===== config.mk =====
export PLATFORM = sky130hd
export DESIGN_NAME = seg_scan_decoder
export DESIGN_NICKNAME = d
export VERILOG_FILES = /design/src/rtl/seg_scan_decoder.sv
export SDC_FILE = /design/constraint.sdc
export NUM_CORES = 1
export LEC_CHECK = 0
export CORE_UTILIZATION = 55
export DETAILED_ROUTE_END_ITERATION = 7
export HOLD_SLACK_MARGIN = 0.06
export PLACE_DENSITY_LB_ADDON = 0.12
export SLEW_MARGIN = 20
export SYNTH_ARGS = -nofsm -noshare
export SYNTH_HDL_FRONTEND = slang
export SYNTH_SLANG_ARGS = --single-unit

===== constraint.sdc =====
create_clock -name clk_100MHz -period 4.7 [get_ports clk_100MHz]
set_input_delay 0.47 -clock clk_100MHz [delete_from_list [all_inputs] [get_ports clk_100MHz]]
set_output_delay 0.47 -clock clk_100MHz [all_outputs]
set_load 0.01 [all_outputs]

===== src/rtl/seg_scan_decoder.sv =====
// Receive side of a multiplexed active-low 7-segment display: filters the scanned
// anode/segment stream, recovers four BCD digits, and flags malformed scans.
module seg_scan_decoder #(
    parameter int unsigned STABLE_CYCLES = 16,
    parameter int unsigned FRAME_TIMEOUT = 1048576
) (
    input  logic        clk_100MHz,
    input  logic        reset,
    input  logic [3:0]  anode_in,
    input  logic [6:0]  seg_in,
    output logic [15:0] value_out,
    output logic        frame_valid,
    output logic        locked,
    output logic        err_sequence,
    output logic        err_timeout,
    output logic        err_pattern
);

    localparam int unsigned TW = $clog2(FRAME_TIMEOUT + 1);
    localparam logic [7:0]    STABLE_MAX = 8'(STABLE_CYCLES);
    localparam logic [7:0]    ACCEPT_AT  = 8'(STABLE_CYCLES - 1);
    localparam logic [TW-1:0] TIMER_LAST = TW'(FRAME_TIMEOUT - 1);

    typedef enum logic {HUNT, COLLECT} state_t;

    state_t            state, state_n;
    logic [10:0]       sample;
    logic [7:0]        stable_cnt;
    logic [TW-1:0]     timer, timer_n;
    logic [1:0]        exp_idx, exp_n, last_idx, last_n;
    logic [3:0][3:0]   digits, digits_n;
    logic [15:0]       value_n;
    logic              locked_n, fv_n, es_n, et_n, ep_n;
    logic [3:0]        anode;
    logic [6:0]        seg;
    logic [1:0]        anode_idx;
    logic              anode_ok, accept, hunt_take;
    logic [3:0]        nib;
    logic              bad_code;

    assign anode = sample[10:7];
    assign seg   = sample[6:0];

    // The new sample is compared against the one it replaces, so the count restarts on the same edge
    always_ff @(posedge clk_100MHz) begin
        if (reset) begin
            sample     <= 11'h7FF;
            stable_cnt <= '0;
        end else begin
            sample <= {anode_in, seg_in};
            if ({anode_in, seg_in} != sample)
                stable_cnt <= '0;
            else if (stable_cnt != STABLE_MAX)
                stable_cnt <= stable_cnt + 8'd1;
        end
    end

    always_comb begin
        anode_ok  = 1'b1;
        anode_idx = 2'd0;
        case (anode)
            4'b0111: anode_idx = 2'd3;
            4'b1011: anode_idx = 2'd2;
            4'b1101: anode_idx = 2'd1;
            4'b1110: anode_idx = 2'd0;
            default: anode_ok  = 1'b0;
        endcase
    end

    assign accept = anode_ok && (stable_cnt == ACCEPT_AT);

    always_comb begin
        bad_code = 1'b0;
        nib      = 4'hE;
        case (seg)
            7'b0000001: nib = 4'h0;
            7'b1001111: nib = 4'h1;
            7'b0010010: nib = 4'h2;
            7'b0000110: nib = 4'h3;
            7'b1001100: nib = 4'h4;
            7'b0100100: nib = 4'h5;
            7'b0100000: nib = 4'h6;
            7'b0001111: nib = 4'h7;
            7'b0000000: nib = 4'h8;
            7'b0000100: nib = 4'h9;
            7'b1111111: nib = 4'hF;
            default:    bad_code = 1'b1;
        endcase
    end

    always_comb begin
        state_n   = state;
        timer_n   = timer;
        exp_n     = exp_idx;
        last_n    = last_idx;
        digits_n  = digits;
        value_n   = value_out;
        locked_n  = locked;
        fv_n      = 1'b0;
        es_n      = 1'b0;
        et_n      = 1'b0;
        ep_n      = 1'b0;
        hunt_take = 1'b0;
        if (accept) begin
            ep_n    = bad_code;
            timer_n = '0;
            if (state == HUNT) begin
                hunt_take = (anode_idx == 2'd3);
            end else if (anode_idx == last_idx) begin
                digits_n[anode_idx] = nib;
            end else if (anode_idx == exp_idx) begin
                digits_n[anode_idx] = nib;
                last_n              = anode_idx;
                if (anode_idx == 2'd0) begin
                    value_n  = digits_n;
                    fv_n     = 1'b1;
                    locked_n = 1'b1;
                    exp_n    = 2'd3;
                end else begin
                    exp_n = exp_idx - 2'd1;
                end
            end else begin
                es_n      = 1'b1;
                locked_n  = 1'b0;
                state_n   = HUNT;
                hunt_take = (anode_idx == 2'd3);
            end
            // A digit-3 accept restarts the frame, including right after a sequence error
            if (hunt_take) begin
                digits_n[3] = nib;
                exp_n       = 2'd2;
                last_n      = 2'd3;
                state_n     = COLLECT;
            end
        end else if (state == COLLECT) begin
            if (timer == TIMER_LAST) begin
                et_n     = 1'b1;
                locked_n = 1'b0;
                state_n  = HUNT;
                timer_n  = '0;
            end else begin
                timer_n = timer + 1'b1;
            end
        end
    end

    always_ff @(posedge clk_100MHz) begin
        if (reset) begin
            state        <= HUNT;
            timer        <= '0;
            exp_idx      <= 2'd3;
            last_idx     <= 2'd3;
            digits       <= '1;
            value_out    <= 16'hFFFF;
            locked       <= 1'b0;
            frame_valid  <= 1'b0;
            err_sequence <= 1'b0;
            err_timeout  <= 1'b0;
            err_pattern  <= 1'b0;
        end else begin
            state        <= state_n;
            timer        <= timer_n;
            exp_idx      <= exp_n;
            last_idx     <= last_n;
            digits       <= digits_n;
            value_out    <= value_n;
            locked       <= locked_n;
            frame_valid  <= fv_n;
            err_sequence <= es_n;
            err_timeout  <= et_n;
            err_pattern  <= ep_n;
        end
    end

endmodule


# Word-level counts from Yosys, hierarchy flattened

Cells that the tools add are included.

Bits in registers: 82
Input bits: 13
Output and inout port bits: 21
Logic and storage cells: 113

$add $sub $neg: 3
Order comparisons: 2
Equality and inequality tests: 24
Mux-type cells: 42
Bitwise operators: 4
Reduce and logical (&&, ||, !) cells: 22

Operator list:

| cell                  | number |
|---|---|
| $mux 16               | 3 |
| $pmux 4 s11           | 1 |
| $mux 1                | 23 |
| $add 21x1->21 const B | 1 |
| $eq 21x20->1 const B  | 1 |
| $eq 7x7->1 const B    | 3 |
| $mux 21               | 1 |
| $mux 2                | 9 |
| $bwmux 16             | 1 |
| $eq 7x3->1 const B    | 2 |
| $eq 7x6->1 const B    | 2 |
| $eq 4x4->1 const B    | 3 |
| $ne 11x11->1          | 1 |
| $reduce_or 11->1      | 1 |
| $add 8x1->8 const B   | 1 |
| $demux 4 s2           | 1 |
| $eq 8x4->1 const B    | 1 |
| $mux 4                | 2 |
| $ne 8x5->1 const B    | 1 |
| $reduce_and 4->1      | 2 |
| $reduce_bool 2->1     | 4 |
| $reduce_or 4->1       | 2 |
| $eq 7x1->1 const B    | 1 |
| $eq 7x4->1 const B    | 1 |
| 21 further kinds      | 29 |

# Logic depth before layout (Yosys ltp)

Gate-level depths: netlist (run 1).

Word-level depth: 11
Gate-level depth with buffers: 9
Mapped depth without buffers: 7

# Least setup slack after synthesis (run 1)

No wires, ideal clock.

Path kind: register to register
Start point: register stable_cnt[5]
End point: register exp_idx[1]
Library setup time: 115 ps
Arrival time: 1937 ps
Required time: 4585 ps
Slack: 2647 ps
Cell stages (with the launch flop): 7
Buffers on the path: 0
Period minus slack after synthesis: 2053 ps
Cell sequence: dfxtp_1 > or3_4 > or3_4 > or2_4 > a221oi_4 > o211ai_1 > a31o_1

Word-level cells in the longest chain between the ends: 3

RTL lines:

| what                       | line | text |
|---|---|---|
| start: declaration         | 28   | `logic [7:0] stable_cnt;` |
| start signal: assignment   | 54   | `stable_cnt <= stable_cnt + 8'd1;` |
| $eq 8x4->1                 | 70   | `assign accept = anode_ok && (stable_cnt == ACCEPT_AT);` |
| $logic_and 1x1->1          | 70   |  |
| $reduce_and 4->1 (no line) | --   |  |
| end signal: assignment     | 163  | `exp_idx <= exp_n;` |
| end: declaration           | 30   | `logic [1:0] exp_idx, exp_n, last_idx, last_n;` |

No other way between the ends.
A chain may end at the register's enable or synchronous reset.

# Final worst setup path (run 1)

Start point: register sample[9]
End point: register err_sequence

Word-level cells in the longest chain between the ends: 6
Elaborated cells on any way between the ends: 13
Classes of those cells: eq/ne (6); mux (3); bitwise (1); reduce/logical (3)

RTL lines:

| what                                     | line | text |
|---|---|---|
| start: declaration                       | 27   | `logic [10:0] sample;` |
| start signal: assignment                 | 50   | `sample <= {anode_in, seg_in};` |
| $eq 4x4->1 or $eq 4x3->1 (tied branches) | 61   | `case (anode)` |
| $reduce_or 4->1 (no line)                | --   |  |
| $mux 1                                   | 61   |  |
| $logic_and 1x1->1                        | 70   |  |
| $not 1->1 (no line)                      | --   |  |
| $reduce_or 4->1 (no line)                | --   |  |
| end signal: assignment                   | 169  | `err_sequence <= es_n;` |
| end: declaration                         | 14   | `output logic err_sequence,` |

Parallel ways exist; a longest one is shown, timed or not.

==> results of run 1 <==
[cell families after synthesis]
group,after synthesis,share of synthesized area (%)
AND/OR/NAND/NOR,210,28.18
flip-flops,78,41.71
AO/OA/AOI/OAI,62,12.77
XOR/XNOR,37,8.656
buffers and inverters,32,3.676
multiplexers,15,4.011
adder cells (fa/ha/maj),3,1.003
[state kept, by name (all words and copies together), names as in the netlist]
signal / count
digits: 12
err_pattern: 1
err_sequence: 1
err_timeout: 1
exp_idx: 2
frame_valid: 1
last_idx: 2
locked: 1
sample: 11
stable_cnt: 8
state: 1
timer: 21
value_out: 16
[where the power goes]
group          switching, µW  internal [µW]
sequential              14.1            665
clock                    246            258
combinational           37.8           31.1
[cell type report]
| cell class | instances | area share (%) |
|---|---|---|
| inverters | 7 | 0.6151 |
| clock buffers | 10 | 3.222 |
| well taps | 77 | 2.255 |
| clock inverters | 5 | 1.406 |
| flip-flops and latches | 78 | 36.56 |
| repair buffers | 35 | 8.084 |
| multi-input cells | 327 | 47.86 |
[stage by stage]
stage / util (%) / worst slack [ns] / total power, µW / instance area [µm²] / instances
after CTS: 66.14 / 2.167 / 1264 / 4272 / 539
final: 66.14 / 2.157 / 1253 / 4272 / 539
after floorplan: - / 2.647 / 741.3 / 3744 / 437
after global routing: 66.14 / 1.821 / 1303 / 4272 / 539
after global placement: 63.08 / 2.156 / 762.5 / 4074 / 524
after detailed placement: 63.08 / 2.119 / 763.7 / 4074 / 524
[final timing paths]
| path | startpoint | endpoint | slack, ns | cells after the start |
|---|---|---|---|---|
| max reg2reg | sample[9]$_SDFF_PP1_ | err_sequence$_SDFF_PP0_ | 2.16 | 6 |
| min | timer[20]$_SDFFE_PP0P_ | timer[20]$_SDFFE_PP0P_ | 0.44 | 1 |
| max | sample[9]$_SDFF_PP1_ | err_sequence$_SDFF_PP0_ | 2.16 | 6 |
| min reg2reg | timer[20]$_SDFFE_PP0P_ | timer[20]$_SDFFE_PP0P_ | 0.44 | 1 |
[routing by layer]
layer	vias to the layer above	part of all wire [%]
met5	-	0
met4	0	1.6
met3	10	3.6
met2	53	50
met1	1430	45
li1	1562	-
[Yosys cell counts, types with 3 or more instances]
cell type / n / area, µm²
dfxtp_1: 78 / 1562
nor2_1: 71 / 266.5
nand2_1: 40 / 150.1
xor2_1: 23 / 201.4
nand3_1: 20 / 100.1
clkbuf_1: 15 / 56.30
mux2i_1: 15 / 150.1
or2_2: 15 / 93.84
xnor2_1: 14 / 122.6
a21oi_1: 11 / 55.05
o21ai_0: 10 / 50.05
o211ai_1: 9 / 67.56
buf_2: 8 / 40.04
nor3_1: 8 / 40.04
inv_1: 7 / 26.28
nand4_1: 7 / 43.79
a211o_1: 6 / 52.55
nand2b_1: 6 / 37.54
nor4_1: 6 / 37.54
nor2b_1: 5 / 31.28
or3_1: 5 / 31.28
a211oi_1: 4 / 30.03
nand4b_1: 4 / 35.03
and3_1: 3 / 18.77
and4_1: 3 / 26.28
ha_1: 3 / 37.54
[worst max-delay path, cell delays in order (launching register included)]
cell	delay [ns]
dfxtp_1	0.59
and4b_1	0.54
a311oi_2	0.14
nor4_1	0.63
nand2_1	0.13
or2_1	0.25
nor3_1	0.19
==> impl_metrics.env, run 1 <==
export IMPL_clock_latency_ns=0.35
export IMPL_tritoncts="built"
export IMPL_grt_pass1_vias=2902
export IMPL_worst_hold_path_type="flop to flop"
export IMPL_cts_setup_buffers=0
export IMPL_crit_type="flop to flop"
export IMPL_wl_um=7709
export IMPL_skew_ns=0.01223
export IMPL_grt_pass1_wl_um=13420
export IMPL_finalSetupViolations=0
export IMPL_first_pass_iters=4
export IMPL_end_kind="flop"
export IMPL_yosysSeqAreaShare_pct=41.71
export IMPL_grt_met1_usage_pct=28.08
export IMPL_rsz0062_at_grt="no"
export IMPL_start_util_pct=57.96
export IMPL_top_usage_layer="met2"
export IMPL_cts_path_max_buffers=2
export IMPL_route_detailed_drc=0
export IMPL_worst_hold_slack_ns=0.4406
export IMPL_post_synth_cell_area_avg_um2=8.567
export IMPL_viasPerCell=5.668
export IMPL_io_pins=34
export IMPL_vias=3055
export IMPL_drive_gt1_share_pct=8.874
export IMPL_syn2layout_area_growth_pct=14.10
export IMPL_antenna_left=0
export IMPL_grt_ovfl_total=0
export IMPL_clk_pin_slew_ns=0.08
export IMPL_grt_max_degree=31
export IMPL_layout_commonest_cell="dfxtp_1"
export IMPL_ys_async_sr_fraction_pct=0
export IMPL_arrival_ns=2.81
export IMPL_status="finished, final reports clean"
export IMPL_synthDistinctLibCells=56
export IMPL_fillers=519
export IMPL_grt_util_all_layers_pct=23.49
export IMPL_register_area_mm2=0.001562
export IMPL_syn_inst=437
export IMPL_clock_fmax_mhz=393.2
export IMPL_power_leakage_uw=0.001586
export IMPL_insertedDiodeCount=0
export IMPL_port_buffers=33
export IMPL_final_cell_mix="78 x dfxtp_1, 71 x nor2_1, 40 x nand2_1, 33 x clkdlybuf4s50_1, 23 x xor2_1"
export IMPL_cts_root_buf="clkbuf_8"
export IMPL_timing_final_crit_share_pct=54.12
export IMPL_htreeDepth=3
export IMPL_slew_viol_final=0
export IMPL_timing_final_hold_violations=0
export IMPL_drtIter0Drc=118
export IMPL_cts_hold_buf=0
export IMPL_maxCapViolations=0
export IMPL_use_met3_pct=4.228
export IMPL_hpwl_um=5437
export IMPL_multi_input_area_mm2=0.002044
export IMPL_chipHeight_um=84.50
export IMPL_post_drt_wl_per_cell_um=14.30
export IMPL_synthesis_nets=453
export IMPL_relSlewSlack_pct=39.33
export IMPL_rows=29
export IMPL_worstMarginPinSlew_ns=0.9023
export IMPL_cts_buffers=9
export IMPL_clock_sinks=78
export IMPL_worstPathMaxFanout=13
export IMPL_required_ns=4.96
export IMPL_core_mm2=0.006459
export IMPL_cts_resized_gates=0
export IMPL_synth_edf_count=0
export IMPL_ys_flop_type="dfxtp_1"
export IMPL_place_congestion=0.8355
export IMPL_ir_drop_mv=0.2041
export IMPL_nNetsFinal=474
export IMPL_grt_use_met2_pct=40.72
export IMPL_synth_seq_cells=78
export IMPL_post_route_min_period_ns=2.544
export IMPL_critPathLaunchType="flop"
export IMPL_synth_warnings=0
export IMPL_synth_area_mm2=0.003744
export IMPL_dieWidth_um=84.50
export IMPL_fin_tns_setup_ns=0
export IMPL_dieArea_mm2=0.007140
export IMPL_power_density_mw_per_mm2=293.2
export IMPL_antenna_found_initial=0
No activity file was read; power rests on OpenSTA's default activity.
==> run 2: changes to the inputs <==
- clock period: 4.7 -> 2.35 ns (I/O delays scaled with it)
==> run 2 against run 1 <==
Compared with the run above: critical path depth increased by 1; clock power is 88% higher; worst setup slack worse by 2.0 ns; sequential power up 100%; power is 97% higher; design area increased by 2.8%; fmax rose by 16%; routed wire length is 4.1% lower; core utilization increased by 1.8 points; critical path type unchanged.
==> impl_metrics.env, run 2 (synthesized netlist as in run 1, its figures left out) <==
export IMPL_vias=3088
export IMPL_p_switching_uw=566.6
export IMPL_power_leakage_uw=0.001659
export IMPL_grt_pass1_vias=2905
export IMPL_syn2layout_area_growth_pct=17.25
export IMPL_top_layer_used="met4"
export IMPL_place_congestion=0.8842
export IMPL_drtIter0Drc=119
export IMPL_chipHeight_um=84.50
export IMPL_sw_frac_of_total_pct=23.01
export IMPL_nNetsFinal=488
export IMPL_io_pins=34
export IMPL_insertedDiodeCount=0
export IMPL_grt_pass1_wl_um=13010
export IMPL_dieWidth_um=84.50
export IMPL_reg2reg_setup_slack_ns=0.15
export IMPL_drive_gt1_share_pct=11.53
export IMPL_dr_wl_met3_um=330
export IMPL_antenna_found_initial=0
export IMPL_largest_register="timer"
export IMPL_route_detailed_drc=0
export IMPL_antenna_left=0
export IMPL_worstMarginPinSlew_ns=0.9513
export IMPL_reg2reg_to="value_out[13]$_SDFFE_PP1P_"
export IMPL_clock_latency_ns=0.35
export IMPL_first_pass_iters=5
export IMPL_timing_final_crit_share_pct=93.46
export IMPL_worstPathMaxFanout=30
export IMPL_cts_buffers=9
export IMPL_crit_path_top_delay_cell="dfxtp_1"
export IMPL_clk_pin_slew_ns=0.08
export IMPL_dieArea_mm2=0.007140
export IMPL_cts_path_max_buffers=2
export IMPL_dp_cells=537
export IMPL_power_density_mw_per_mm2=560.9
export IMPL_post_drt_wl_per_cell_um=13.35
export IMPL_skew_ns=0.01004
export IMPL_combPwrFrac_pct=6.4
export IMPL_cts_root_buf="clkbuf_8"
export IMPL_largest_reg_flops=21
export IMPL_hpwl_um=5263
export IMPL_tritoncts="built"
export IMPL_slew_viol_final=0
export IMPL_p_clk_share_pct=38.5
export IMPL_ir_drop_mv=0.3629
export IMPL_crit_type="flop to flop"
export IMPL_rr_startpoint="sample[8]$_SDFF_PP1_"
export IMPL_core_mm2=0.006459
export IMPL_finalSetupViolations=0
export IMPL_final_cell_mix="76 x dfxtp_1, 71 x nor2_1, 40 x nand2_1, 33 x clkdlybuf4s50_1, 23 x xor2_1"
export IMPL_timing_final_hold_violations=0
export IMPL_start_util_pct=57.96
export IMPL_grt_util_all_layers_pct=22.74
export IMPL_fillers=554
export IMPL_relSlewSlack_pct=36.04
export IMPL_reg2reg_depth=7
export IMPL_fin_total_pwr_uw=2462
export IMPL_wl_um=7394
export IMPL_layout_commonest_cell="dfxtp_1"
export IMPL_critPathLaunchType="flop"
export IMPL_port_buffers=33
export IMPL_status="finished, final reports clean"
export IMPL_power_internal_uw=1895
export IMPL_worst_hold_path_type="flop to flop"
export IMPL_reg_top3="timer: 21 flops, value_out: 16 flops, digits: 12 flops"
export IMPL_met2_length_um=3535
export IMPL_arrival_ns=2.44
export IMPL_end_kind="flop"
export IMPL_clock_fmax_mhz=455.3
export IMPL_grt_ovfl_total=0
export IMPL_htreeDepth=3
export IMPL_post_route_min_period_ns=2.196
export IMPL_maxCapViolations=0
export IMPL_final_cells=554
export IMPL_rows=29
export IMPL_p_seq_share_pct=55.1
export IMPL_clock_sinks=78
export IMPL_max_stage_delay_ns=0.43
export IMPL_wl_met1_um=3368
export IMPL_cp_cell_sequence="or2_2 > a32o_1 > o221ai_4 > nand4b_1 > buf_12 > a211oi_1 > a211o_1"
export IMPL_viasPerCell=5.574
export IMPL_crit_path_start="sample[8]$_SDFF_PP1_"
export IMPL_required_ns=2.59
export IMPL_endpoint="value_out[13]$_SDFFE_PP1P_"
export IMPL_grt_max_degree=31
==> run 2: cell count changes in the layout (fill, tap and decap cells not counted) <==
cell,before,now
dfxtp_2,0,2
buf_12,0,2
clkbuf_1,0,3
clkinv_2,1,2
clkbuf_8,10,9
buf_4,2,14
clkinv_4,2,0
dfxtp_1,78,76
==> run 2: through the flow <==
step / hold WS (ns) / worst slack (ns) / setup TNS, ns / util (%) / area (µm²)
after floorplan: 0.3416 / 0.2974 / 0 / - / 3744
after global placement: 0.4286 / 0.1461 / 0 / 64.97 / 4197
after detailed placement: 0.4347 / 0.07254 / 0 / 64.97 / 4197
after CTS: 0.4463 / 0.06872 / 0 / 67.80 / 4379
after global routing: 0.4754 / -0.006837 / -0.006837 / 67.96 / 4389
final: 0.4443 / 0.1537 / 0 / 67.96 / 4389
==> run 2: repair_timing <==
action	in CTS	in global routing
buffers inserted	0	1
resized for setup	0	2
setup endpoints to repair	0	12
hold buffers	0	0
==> run 2: worst max-delay path, delay by kind of cell (launching register included) <==
kind	cells	cell delay, ns
AOI/OAI and AO/OA	4	0.91
and+or+nand+nor	2	0.55
buffers and inverters	1	0.19
DFF	1	0.43
==> run 2: power by group through the flow <==
stage,clock (µW),sequential [µW],combinational (µW)
floorplan,0,1370,117
global placement,0,1390,157
detailed placement,0,1390,157
CTS,982,1350,158
global route,1060,1360,174
finish,948,1360,158
==> run 2: area by class of cell <==
class                           instances  area [µm²]  share of cell area (%)
Clock buffer                           12       135.1                   3.079
Clock inverter                          4       47.55                   1.083
Inverter                                7       26.28                  0.5986
Multi-Input combinational cell        327        2044                   46.58
Sequential cell                        78        1564                   35.63
Tap cell                               77       96.34                   2.195
Timing Repair Buffer                   49       475.5                   10.83
==> run 2: per-layer routing <==
layer	vias to the layer above	global-route usage, %
li1	1591	-
met1	1419	27.71
met2	63	37.77
met3	15	7.276
met4	0	8.166
met5	-	0
==> run 2: how the worst min path moves through the flow <==
stage | to | cells after the start | from | slack [ns]
after CTS | timer[20]$_SDFFE_PP0P_ | 1 | timer[20]$_SDFFE_PP0P_ | 0.45
after floorplan | sample[0]$_SDFF_PP1_ | 1 | seg_in[0] | 0.34
after global placement | timer[20]$_SDFFE_PP0P_ | 1 | timer[20]$_SDFFE_PP0P_ | 0.43
after global routing | timer[20]$_SDFFE_PP0P_ | 1 | timer[20]$_SDFFE_PP0P_ | 0.48
final | timer[20]$_SDFFE_PP0P_ | 1 | timer[20]$_SDFFE_PP0P_ | 0.44
after detailed placement | timer[20]$_SDFFE_PP0P_ | 1 | timer[20]$_SDFFE_PP0P_ | 0.43
